$ cat src/rtl/irq_ack_dispatcher_pkg.sv
// Shared constants, FSM state type and grant-decoding helpers for the
// interrupt acknowledge dispatcher.
package irq_pkg;

    localparam int unsigned NBUS_C = 3;
    localparam int unsigned NCH_C  = 9;
    localparam int unsigned NIRQ_C = NBUS_C * NCH_C;
    localparam int unsigned IDXW_C = 5;
    // Flat vectors are zero-padded to this width so any IDXW_C-bit index
    // selects a defined bit, even for an out-of-range grant.
    localparam int unsigned PADW_C = 32;

    typedef enum logic [1:0] {
        IDLE,
        ACK,
        DROP
    } state_t;

    // Flat line index of (bus, chan); the highest set bus bit wins when
    // the bus select is not one-hot (such grants are rejected anyway).
    function automatic logic [IDXW_C-1:0] idx_of(input logic [NBUS_C-1:0] bus_onehot,
                                                 input logic [3:0]        chan);
        logic [IDXW_C-1:0] idx;
        idx = '0;
        for (int unsigned b = 0; b < NBUS_C; b++) begin
            if (bus_onehot[b]) begin
                idx = IDXW_C'(b * NCH_C + 32'(chan));
            end
        end
        return idx;
    endfunction

    function automatic logic onehot_ok(input logic [NBUS_C-1:0] bus);
        return ($countones(bus) == 1);
    endfunction

endpackage

$ cat src/rtl/irq_ack_dispatcher_if.sv
// Grant handshake between the priority encoder (master) and the
// dispatcher (slave).
interface irq_ack_dispatcher_if #(
    parameter int unsigned NBUS = 3
) ();
    logic            gnt_valid;
    logic            gnt_ready;
    logic [NBUS-1:0] gnt_bus;
    logic [3:0]      gnt_chan;

    modport master (output gnt_valid, output gnt_bus, output gnt_chan, input gnt_ready);
    modport slave  (input gnt_valid, input gnt_bus, input gnt_chan, output gnt_ready);
endinterface

$ cat src/rtl/irq_ack_dispatcher_pend.sv
// Rising-edge capture of the raw request lines into pending flags, with a
// single-bit clear port; a new edge on the cleared bit keeps it set.
module irq_pend_bank
    import irq_pkg::*;
#(
    parameter int unsigned NIRQ = NIRQ_C
) (
    input  logic              clk,
    input  logic              rst_n,
    input  logic [NIRQ-1:0]   irq_in,
    input  logic              clr_en,
    input  logic [IDXW_C-1:0] clr_idx,
    output logic [NIRQ-1:0]   pend
);
    logic [NIRQ-1:0]   irq_q;
    logic [NIRQ-1:0]   pend_q;
    logic [NIRQ-1:0]   pend_d;
    logic [PADW_C-1:0] clr_mask;

    // Next pending state: clear first, then OR in new rising edges.
    always_comb begin
        clr_mask = '0;
        if (clr_en) begin
            clr_mask = PADW_C'(1) << clr_idx;
        end
        pend_d = (pend_q & ~clr_mask[NIRQ-1:0]) | (irq_in & ~irq_q);
    end

    // Line history and pending flags.
    always_ff @(posedge clk or negedge rst_n) begin
        if (!rst_n) begin
            irq_q  <= '0;
            pend_q <= '0;
        end else begin
            irq_q  <= irq_in;
            pend_q <= pend_d;
        end
    end

    assign pend = pend_q;
endmodule

$ cat src/rtl/irq_ack_dispatcher.sv
// Accepts encoder grants, drives a timed one-hot acknowledge to the granted
// source and waits for the source to drop its request line.
module irq_ack_dispatcher
    import irq_pkg::*;
#(
    parameter int unsigned NCH          = NCH_C,
    parameter int unsigned NBUS         = NBUS_C,
    parameter int unsigned ACK_CYCLES   = 2,
    parameter int unsigned DROP_TIMEOUT = 15
) (
    input  logic                 clk,
    input  logic                 rst_n,
    input  logic [NBUS*NCH-1:0]  irq_in,
    output logic [NBUS*NCH-1:0]  pend_out,
    irq_ack_dispatcher_if.slave  gnt,
    output logic [NBUS*NCH-1:0]  ack_out,
    output logic                 busy,
    output logic                 err_bad_gnt,
    output logic                 err_timeout,
    output logic [7:0]           ack_cnt
);
    localparam int unsigned NIRQ = NBUS * NCH;

    state_t            state_q, state_d;
    logic [7:0]        cnt_q, cnt_d;
    logic [IDXW_C-1:0] idx_q, idx_d;
    logic [7:0]        ack_cnt_q;
    logic              ready_q;
    logic              bad_q;
    logic              tmo_q;
    logic              tmo_d;
    logic              done_d;
    logic              clr_en;
    logic              xfer;
    logic              gnt_ok;
    logic [IDXW_C-1:0] gnt_idx;
    logic [PADW_C-1:0] pend_ext;
    logic [PADW_C-1:0] irq_ext;
    logic [PADW_C-1:0] ack_ext;

    irq_pend_bank #(
        .NIRQ(NIRQ)
    ) u_pend (
        .clk    (clk),
        .rst_n  (rst_n),
        .irq_in (irq_in),
        .clr_en (clr_en),
        .clr_idx(gnt_idx),
        .pend   (pend_out)
    );

    // Grant decode and validity check.
    always_comb begin
        pend_ext = PADW_C'(pend_out);
        irq_ext  = PADW_C'(irq_in);
        gnt_idx  = idx_of(gnt.gnt_bus, gnt.gnt_chan);
        xfer     = gnt.gnt_valid & ready_q;
        gnt_ok   = onehot_ok(gnt.gnt_bus) && (32'(gnt.gnt_chan) < NCH) && pend_ext[gnt_idx];
    end

    // Sequencer next state, timer and event strobes.
    always_comb begin
        state_d = state_q;
        cnt_d   = cnt_q;
        idx_d   = idx_q;
        clr_en  = 1'b0;
        done_d  = 1'b0;
        tmo_d   = 1'b0;
        case (state_q)
            IDLE: begin
                if (xfer && gnt_ok) begin
                    idx_d   = gnt_idx;
                    clr_en  = 1'b1;
                    cnt_d   = 8'(ACK_CYCLES - 1);
                    state_d = ACK;
                end
            end
            ACK: begin
                if (cnt_q == 8'd0) begin
                    cnt_d   = 8'(DROP_TIMEOUT - 1);
                    state_d = DROP;
                end else begin
                    cnt_d = cnt_q - 8'd1;
                end
            end
            DROP: begin
                if (!irq_ext[idx_q]) begin
                    done_d  = 1'b1;
                    state_d = IDLE;
                end else if (cnt_q == 8'd0) begin
                    tmo_d   = 1'b1;
                    state_d = IDLE;
                end else begin
                    cnt_d = cnt_q - 8'd1;
                end
            end
            default: state_d = IDLE;
        endcase
    end

    // State, timer, registered handshake/error outputs and completion count.
    // ready tracks the next state so it is low during reset and rises on the
    // first edge after release.
    always_ff @(posedge clk or negedge rst_n) begin
        if (!rst_n) begin
            state_q   <= IDLE;
            cnt_q     <= '0;
            idx_q     <= '0;
            ready_q   <= 1'b0;
            bad_q     <= 1'b0;
            tmo_q     <= 1'b0;
            ack_cnt_q <= '0;
        end else begin
            state_q   <= state_d;
            cnt_q     <= cnt_d;
            idx_q     <= idx_d;
            ready_q   <= (state_d == IDLE);
            bad_q     <= xfer & ~gnt_ok;
            tmo_q     <= tmo_d;
            ack_cnt_q <= ack_cnt_q + {7'd0, done_d};
        end
    end

    // One-hot acknowledge decoded straight from state so reset drops it at once.
    always_comb begin
        ack_ext = '0;
        if (state_q == ACK) begin
            ack_ext = PADW_C'(1) << idx_q;
        end
        ack_out = ack_ext[NIRQ-1:0];
    end

    assign gnt.gnt_ready = ready_q;
    assign busy          = (state_q != IDLE);
    assign err_bad_gnt   = bad_q;
    assign err_timeout   = tmo_q;
    assign ack_cnt       = ack_cnt_q;
endmodule

$ cat src/flat_wrapper.sv
// flat-port wrapper written by rule: the top's interface ports become plain ports
module irq_ack_dispatcher_flat import irq_pkg::*;
#(
    parameter int unsigned NCH          = NCH_C,
    parameter int unsigned NBUS         = NBUS_C,
    parameter int unsigned ACK_CYCLES   = 2,
    parameter int unsigned DROP_TIMEOUT = 15
)
  (clk, rst_n, irq_in, pend_out, ack_out, busy, err_bad_gnt, err_timeout, ack_cnt, gnt_gnt_valid, gnt_gnt_bus, gnt_gnt_chan, gnt_gnt_ready);
  irq_ack_dispatcher_if #(.NBUS(NBUS)) gnt_i ();
  input  logic clk;
  input  logic rst_n;
  input  logic [NBUS*NCH-1:0] irq_in;
  output logic [NBUS*NCH-1:0] pend_out;
  output logic [NBUS*NCH-1:0] ack_out;
  output logic busy;
  output logic err_bad_gnt;
  output logic err_timeout;
  output logic [7:0] ack_cnt;
  input wire logic [$bits(gnt_i.gnt_valid)-1:0] gnt_gnt_valid;
  input wire logic [$bits(gnt_i.gnt_bus)-1:0] gnt_gnt_bus;
  input wire logic [$bits(gnt_i.gnt_chan)-1:0] gnt_gnt_chan;
  output wire logic [$bits(gnt_i.gnt_ready)-1:0] gnt_gnt_ready;
  assign gnt_i.gnt_valid = gnt_gnt_valid;
  assign gnt_i.gnt_bus = gnt_gnt_bus;
  assign gnt_i.gnt_chan = gnt_gnt_chan;
  assign gnt_gnt_ready = gnt_i.gnt_ready;
  irq_ack_dispatcher #(.NCH(NCH), .NBUS(NBUS), .ACK_CYCLES(ACK_CYCLES), .DROP_TIMEOUT(DROP_TIMEOUT)) u_core (.clk(clk), .rst_n(rst_n), .irq_in(irq_in), .pend_out(pend_out), .gnt(gnt_i), .ack_out(ack_out), .busy(busy), .err_bad_gnt(err_bad_gnt), .err_timeout(err_timeout), .ack_cnt(ack_cnt));
endmodule
$ cat config.mk
export PLATFORM = sky130hd
export DESIGN_NAME = irq_ack_dispatcher_flat
export DESIGN_NICKNAME = d
export VERILOG_FILES = /design/src/rtl/irq_ack_dispatcher_pkg.sv /design/src/rtl/irq_ack_dispatcher_if.sv /design/src/rtl/irq_ack_dispatcher_pend.sv /design/src/rtl/irq_ack_dispatcher.sv /design/src/flat_wrapper.sv
export SDC_FILE = /design/constraint.sdc
export NUM_CORES = 1
export LEC_CHECK = 0
export CORE_ASPECT_RATIO = 1.4
export CORE_MARGIN = 3
export CORE_UTILIZATION = 50
export CTS_BUF_LIST = sky130_fd_sc_hd__clkbuf_8 sky130_fd_sc_hd__clkbuf_16
export CTS_CLUSTER_DIAMETER = 60
export DETAILED_ROUTE_END_ITERATION = 6
export PLACE_DENSITY = 0.84
export SYNTH_ARGS = -nofsm -noshare
export SYNTH_HDL_FRONTEND = slang
export SYNTH_SLANG_ARGS = --single-unit
$ cat constraint.sdc
create_clock -name clk -period 7.55 [get_ports clk]
set_clock_uncertainty 0.1 [all_clocks]
set_input_delay 1.1325 -clock clk [delete_from_list [all_inputs] [get_ports clk]]
set_output_delay 1.1325 -clock clk [all_outputs]
set_load 0.01 [all_outputs]
== Word-level counts from Yosys, hierarchy flattened ==
Cells that the tools add are included.

* Flip-flop bits (word level): 80
* Output and inout port bits: 66
* Logic and storage cells: 70

* $add $sub $neg: 6
* Magnitude comparators: 3
* Eq/ne operators: 6
* Shifts and indexed selects: 2
* Muxes and demuxes: 26
* Bitwise logic cells: 8
* Reduce and logical (&&, ||, !) cells: 10

{| class="wikitable"
|+ Operators by type and width
! operator !! number
|-
| bitwise AND 27 bit || 2
|-
| 2-to-1 mux 27 bit || 2
|-
| inverter 27 bit || 2
|-
| << shifter 1 x 5 -> 27 bit, first input constant || 2
|-
| adder 32 x 1 -> 32 bit || 1
|-
| equality test 32 x 2 -> 1 bit, second input constant || 1
|-
| 2-to-1 mux 8 bit || 4
|-
| OR 27 bit || 1
|-
| one-hot mux 8 bit (3 select lines) || 1
|-
| < comparator 5 x 6 -> 1 bit, second input constant || 2
|-
| binary-select mux 1 bit (select 5 bit) || 2
|-
| 2-to-1 mux 5 bit || 2
|-
| 2-to-1 mux 1 bit || 9
|-
| adder 8 x 1 -> 8 bit || 1
|-
| zero test 8 bit || 1
|-
| 2-to-1 mux 2 bit || 4
|-
| subtractor 8 x 1 -> 8 bit, second input constant || 1
|-
| one-hot mux 2 bit (3 select lines) || 1
|-
| adder 4 x 4 -> 5 bit, first input constant || 1
|-
| adder 5 x 4 -> 5 bit, first input constant || 1
|-
| zero test 2 bit || 2
|-
| < comparator 4 bit, second input constant || 1
|-
| 2-to-1 mux 4 bit || 1
|-
| != test 2 x 1 -> 1 bit, second input constant || 2
|-
| other kinds (11) || 14
|}

== Longest topological paths before layout ==
* Depth in word-level cells: 13
* Gate-level depth with buffers: 14

== Modules after synthesis ==
From an unflattened synthesis, not the netlist that was laid out.

* Cell total of the unflattened synthesis: 468
* Area total of the unflattened synthesis: 4585.6 µm²

{| class="wikitable"
|+ By module, submodules not included
! module !! times used !! cells an instance !! area an instance (µm²) !! seq. area each (µm²)
|-
| irq_ack_dispatcher || 1 || 319 || 2745.1 || 650.6
|-
| irq_pend_bank || 1 || 149 || 1840.5 || 1351.3
|}

== Worst setup path before layout ==
No wires, ideal clock.

* Kind: input to register
* Start point: input port gnt_gnt_chan[0]
* End point: register u_core.cnt_q[1]
* Setup time: 0.125 ns
* Arrival: 3.711 ns
* Required time: 7.325 ns
* Slack: 3.614 ns
* Stages: 13
* Path buffers: 2
* Cell sequence: buf_4 > inv_2 > ha_1 > and3_1 > o31ai_4 > o22a_1 > o221ai_2 > a211o_1 > a21oi_4 > a21oi_4 > or2_1 > buf_6 > mux2_4

* Word-level cells in the longest chain between the ends: 9

{| class="wikitable"
|+ RTL lines
! element !! RTL line !! source
|-
| from (decl) || flat_wrapper.sv:22 || <nowiki>input wire logic [$bits(gnt_i.gnt_chan)-1:0] gnt_gnt_chan;</nowiki>
|-
| adder 4 x 4 -> 5 bit / 2-to-1 mux 4 bit (equally long branches) || irq_ack_dispatcher_pkg.sv:27, irq_ack_dispatcher_pkg.sv:26 ||
|-
| 2-to-1 mux 5 bit (2 in a row) || irq_ack_dispatcher_pkg.sv:26 || <nowiki>if (bus_onehot[b]) begin</nowiki>
|-
| binary-select mux 1 bit (select 5 bit) || irq_ack_dispatcher.sv:58 || <nowiki>gnt_ok = onehot_ok(gnt.gnt_bus) && (32'(gnt.gnt_chan) < NCH) && pend_ext[gnt_idx];</nowiki>
|-
| 2-to-1 mux 1 bit (not written as such) || irq_ack_dispatcher.sv:58 ||
|-
| logical AND 1 bit (*) || irq_ack_dispatcher.sv:58 ||
|-
| logical AND 1 bit (*) || irq_ack_dispatcher.sv:71 || <nowiki>if (xfer && gnt_ok) begin</nowiki>
|-
| != test 2 x 1 -> 1 bit (no line) (*) || - ||
|-
| AND reduction 4 bit (no line) (*) || - ||
|-
| to (signal assigned) || irq_ack_dispatcher.sv:115 || <nowiki>cnt_q <= cnt_d;</nowiki>
|-
| to (decl) || irq_ack_dispatcher.sv:25 || <nowiki>logic [7:0] cnt_q, cnt_d;</nowiki>
|}

Mark *: on every way between the ends. The rest lies on a longest branch, timed or not. The select of a mux whose other input is x is not followed.
A chain may end at the register's enable or synchronous reset.

== Final worst setup path ==
* Start point: input port gnt_gnt_chan[0]
* End point: register u_core.u_pend.pend_q[26] (netlist: u_core.u_pend.pend[26])

* Word-level cells in the longest chain between the ends: 13

{| class="wikitable"
|+ RTL lines
! element !! RTL line !! source
|-
| adder 4 x 4 -> 5 bit / 2-to-1 mux 4 bit (equally long branches) || irq_ack_dispatcher_pkg.sv:27, irq_ack_dispatcher_pkg.sv:26 ||
|-
| 2-to-1 mux 5 bit (2 in a row) || irq_ack_dispatcher_pkg.sv:26 ||
|-
| binary-select mux 1 bit (select 5 bit) || irq_ack_dispatcher.sv:58 ||
|-
| 2-to-1 mux 1 bit (not written as such) || irq_ack_dispatcher.sv:58 ||
|-
| logical AND 1 bit || irq_ack_dispatcher.sv:58 ||
|-
| logical AND 1 bit || irq_ack_dispatcher.sv:71 ||
|-
| 2-to-1 mux 1 bit || irq_ack_dispatcher.sv:71 ||
|-
| 2-to-1 mux 1 bit || irq_ack_dispatcher.sv:69 || <nowiki>case (state_q)</nowiki>
|-
| 2-to-1 mux 27 bit (*) || irq_ack_dispatcher_pend.sv:23 || <nowiki>if (clr_en) begin</nowiki>
|-
| inverter 27 bit (*) || irq_ack_dispatcher_pend.sv:26 || <nowiki>pend_d = (pend_q & ~clr_mask[NIRQ-1:0]) | (irq_in & ~irq_q);</nowiki>
|-
| bitwise AND 27 bit (*) || irq_ack_dispatcher_pend.sv:26 ||
|-
| OR 27 bit (*) || irq_ack_dispatcher_pend.sv:26 ||
|-
| net u_core.u_pend.pend_d[26] || irq_ack_dispatcher_pend.sv:17 || <nowiki>logic [NIRQ-1:0] pend_d;</nowiki>
|-
| to (signal assigned) || irq_ack_dispatcher_pend.sv:36 || <nowiki>pend_q <= pend_d;</nowiki>
|-
| to (decl) || irq_ack_dispatcher_pend.sv:16 || <nowiki>logic [NIRQ-1:0] pend_q;</nowiki>
|}

Mark *: on every way through the listed nets, which the timed path passes. The rest lies on a longest branch. The select of a mux whose other input is x is not followed.

==> out/metrics.cfg <==
[routing]
wire_per_inst_um=18.8
routed_wl_um=12100
avgViaCountPerCell=6.03
drc=0
num_vias=3889
drtAntennaViolNets=0
drtIter0Drc=368
firstDrtPassIters=5

[sta]
relSlewSlack_pct=32.1
timing.fmax_mhz=193
setup_viol=0
setup_tns_ns=0
hold_viol=0
min_period_ns=5.18
rsz0062_at_grt=false
worst_pin_slew_ns=1.02
slew_violations=0
finalCritPeriodShare_pct=68.6

[clock_network]
htreeDepth=3
post-cts-setup-buffers=0
cts_tree=built
postCtsHoldBufs=0
clk-insertion-delay-late_ns=0.34
cts_made_buffers=9
clk_path_buf_depth=2
clock-root-buffer=clkbuf_16
cts_resized=0
clk_pin_slew_worst_paths_ns=0.06
cts.sinks=80

[flow_run]
cap_violations=0

[setup_path]
arrival_ns=5.29
required_ns=7.66
cp-start-kind=input port
path_max_fanout=28
cp-startpoint=gnt_gnt_chan[0]
worst-r2r-cell-count=7
reg2reg_from=u_core.idx_q[0]
critPathKind=in -> reg
end_kind=register

[global_routing]
grt_usage_pct=25.4
grt_pass1_vias=3862
grt_max_degree=81
grt_pass1_wl_um=19400
grt.overflow.total=0
antenna_found_initial=0

[floorplan]
fp.dieH_um=116
core_um2=8300
num_rows=39
die_w_um=84.5
fp.dieArea_um2=9790
ios=103
start_util_pct=52.0

[min_path]
min_path_cells=1
hold_class=reg -> reg
hp-start=u_core.u_pend.irq_q[18]

[status]
status=completed

[synth]
synth_top_area_cell=dfrtp_1
synth_fp_nets=493
synth_top_area_share_pct=46.4
syn-mean-instance-area_um2=9.76
synth_seq_cells=80
synth_cell_types=60
synthTopCellsByArea=dfrtp_1 (46%), nor2_1 (5.7%), ha_1 (3.8%)
synthFlopType=dfrtp_1
netlist_area_um2=4310
synth-seq-area-share_pct=46.4
synthCells=442
synth-edff-count=0
async_flop_share_pct=100
synth_warnings=0

[cells_and_area]
utilization_pct=67.9
final_common_cell=clkdlybuf4s50_1
layout_common_cells=clkdlybuf4s50_1 (101), dfrtp_1 (80), nor2_1 (65), inv_1 (30), a21oi_1 (29)
finalNetCount=589
synthToLayoutAreaGrowth_pct=30.6
fillCellCount=649
drive_above_1_share_pct=8.10
diodes=0

[power]
ir_drop_v=0.000210
p_leak_nw=2.30
power_density_nw_per_um2=248

[placement]
numPortBuffers=102
place_hpwl_um=8960
routabilityCongestion=0.933

==> sequential cells by signal, indices dropped and copies added (netlist names) <==
name,cells
u_core.state_q,2
u_core.err_timeout,1
u_core.cnt_q,8
u_core.idx_q,5
u_core.ack_cnt,8
u_core.u_pend.irq_q,27
u_core.u_pend.pend,27
u_core.gnt.gnt_ready,1
u_core.err_bad_gnt,1
==> cell usage after synthesis, types with 3 or more instances <==
cell type / number
a21oi_1: 29
a31oi_1: 5
and3_1: 6
buf_2: 8
clkbuf_1: 5
dfrtp_1: 80
ha_1: 13
inv_1: 28
mux4_2: 7
nand2_1: 18
nand2b_1: 9
nand3_1: 11
nand4_1: 4
nor2_1: 65
nor2b_1: 20
nor3_1: 20
o21ai_0: 24
o21ai_1: 4
o221ai_1: 5
o22a_1: 3
o22ai_1: 7
o31ai_1: 9
or2_2: 5
xnor2_1: 4
xor2_1: 4
==> worst paths after layout <==
check | endpoint | slack [ns]
setup / recovery | u_core.u_pend.pend[26] | 2.37
hold / removal | u_core.u_pend.pend[18] | 0.31
setup reg to reg | u_core.cnt_q[1] | 4.03
hold reg to reg | u_core.u_pend.pend[18] | 0.31
max in group asynchronous | u_core.u_pend.irq_q[21] | 5.87
min in group asynchronous | u_core.ack_cnt[7] | 0.85
==> worst max-delay path: stages <==
cell and delay (ns):
clkdlybuf4s50_1 0.89, inv_2 0.10, ha_1 0.38, and3_1 0.24, o31ai_4 0.36, o22a_1 0.23
o221ai_2 0.08, a211o_1 0.35, a21oi_4 0.19, and3_1 0.86, nor4b_1 0.33, o22ai_1 0.13
==> stage by stage <==
step / hold slack, ns / instances / cell area, um2 / power, mW / setup WS (ns)
after floorplan: 0.300 / 442 / 4310 / 0.845 / 3.61
after global placement: 0.302 / 629 / 5370 / 0.988 / 2.29
after detailed placement: 0.310 / 629 / 5370 / 1.00 / 2.13
after CTS: 0.317 / 645 / 5630 / 1.39 / 2.46
after global routing: 0.323 / 645 / 5630 / 1.47 / 2.10
final: 0.315 / 645 / 5630 / 1.39 / 2.37
==> area by class of cell <==
| class | instances | area [um2] | area share, % |
|---|---|---|---|
| timing repair buffer | 102 | 1020 | 18.1 |
| clock inverter | 6 | 27.5 | 0.489 |
| tap | 102 | 128 | 2.27 |
| inverter | 30 | 113 | 2.00 |
| multi-input combinational | 315 | 2110 | 37.4 |
| clock buffer | 10 | 239 | 4.24 |
| sequential | 80 | 2000 | 35.5 |
==> cells by family after synthesis <==
family                   Yosys count  share of synthesized area, %
XOR/XNOR                           8                          1.62
multiplexers                      12                          4.99
adder cells (fa/ha/maj)           14                          4.23
buffers and inverters             47                          4.79
flip-flops                        80                          46.4
AO/OA/AOI/OAI                    108                          17.6
AND/OR/NAND/NOR                  173                          20.4
==> where the power goes <==
part	switching (mW)	internal (mW)	leakage, nW
logic	0.255	0.198	1.26
clock network	0.165	0.226	0.144
registers	0.0749	0.475	0.887
==> metal layers <==
metal / up-vias / GRT usage (%) / wire (um)
met5: - / 0 / 0
met4: 0 / 15.1 / 602
met3: 42 / 5.76 / 811
met2: 200 / 43.5 / 6360
met1: 1878 / 29.0 / 4380
li1: 1769 / - / -
(Power assumes the default switching activity.)
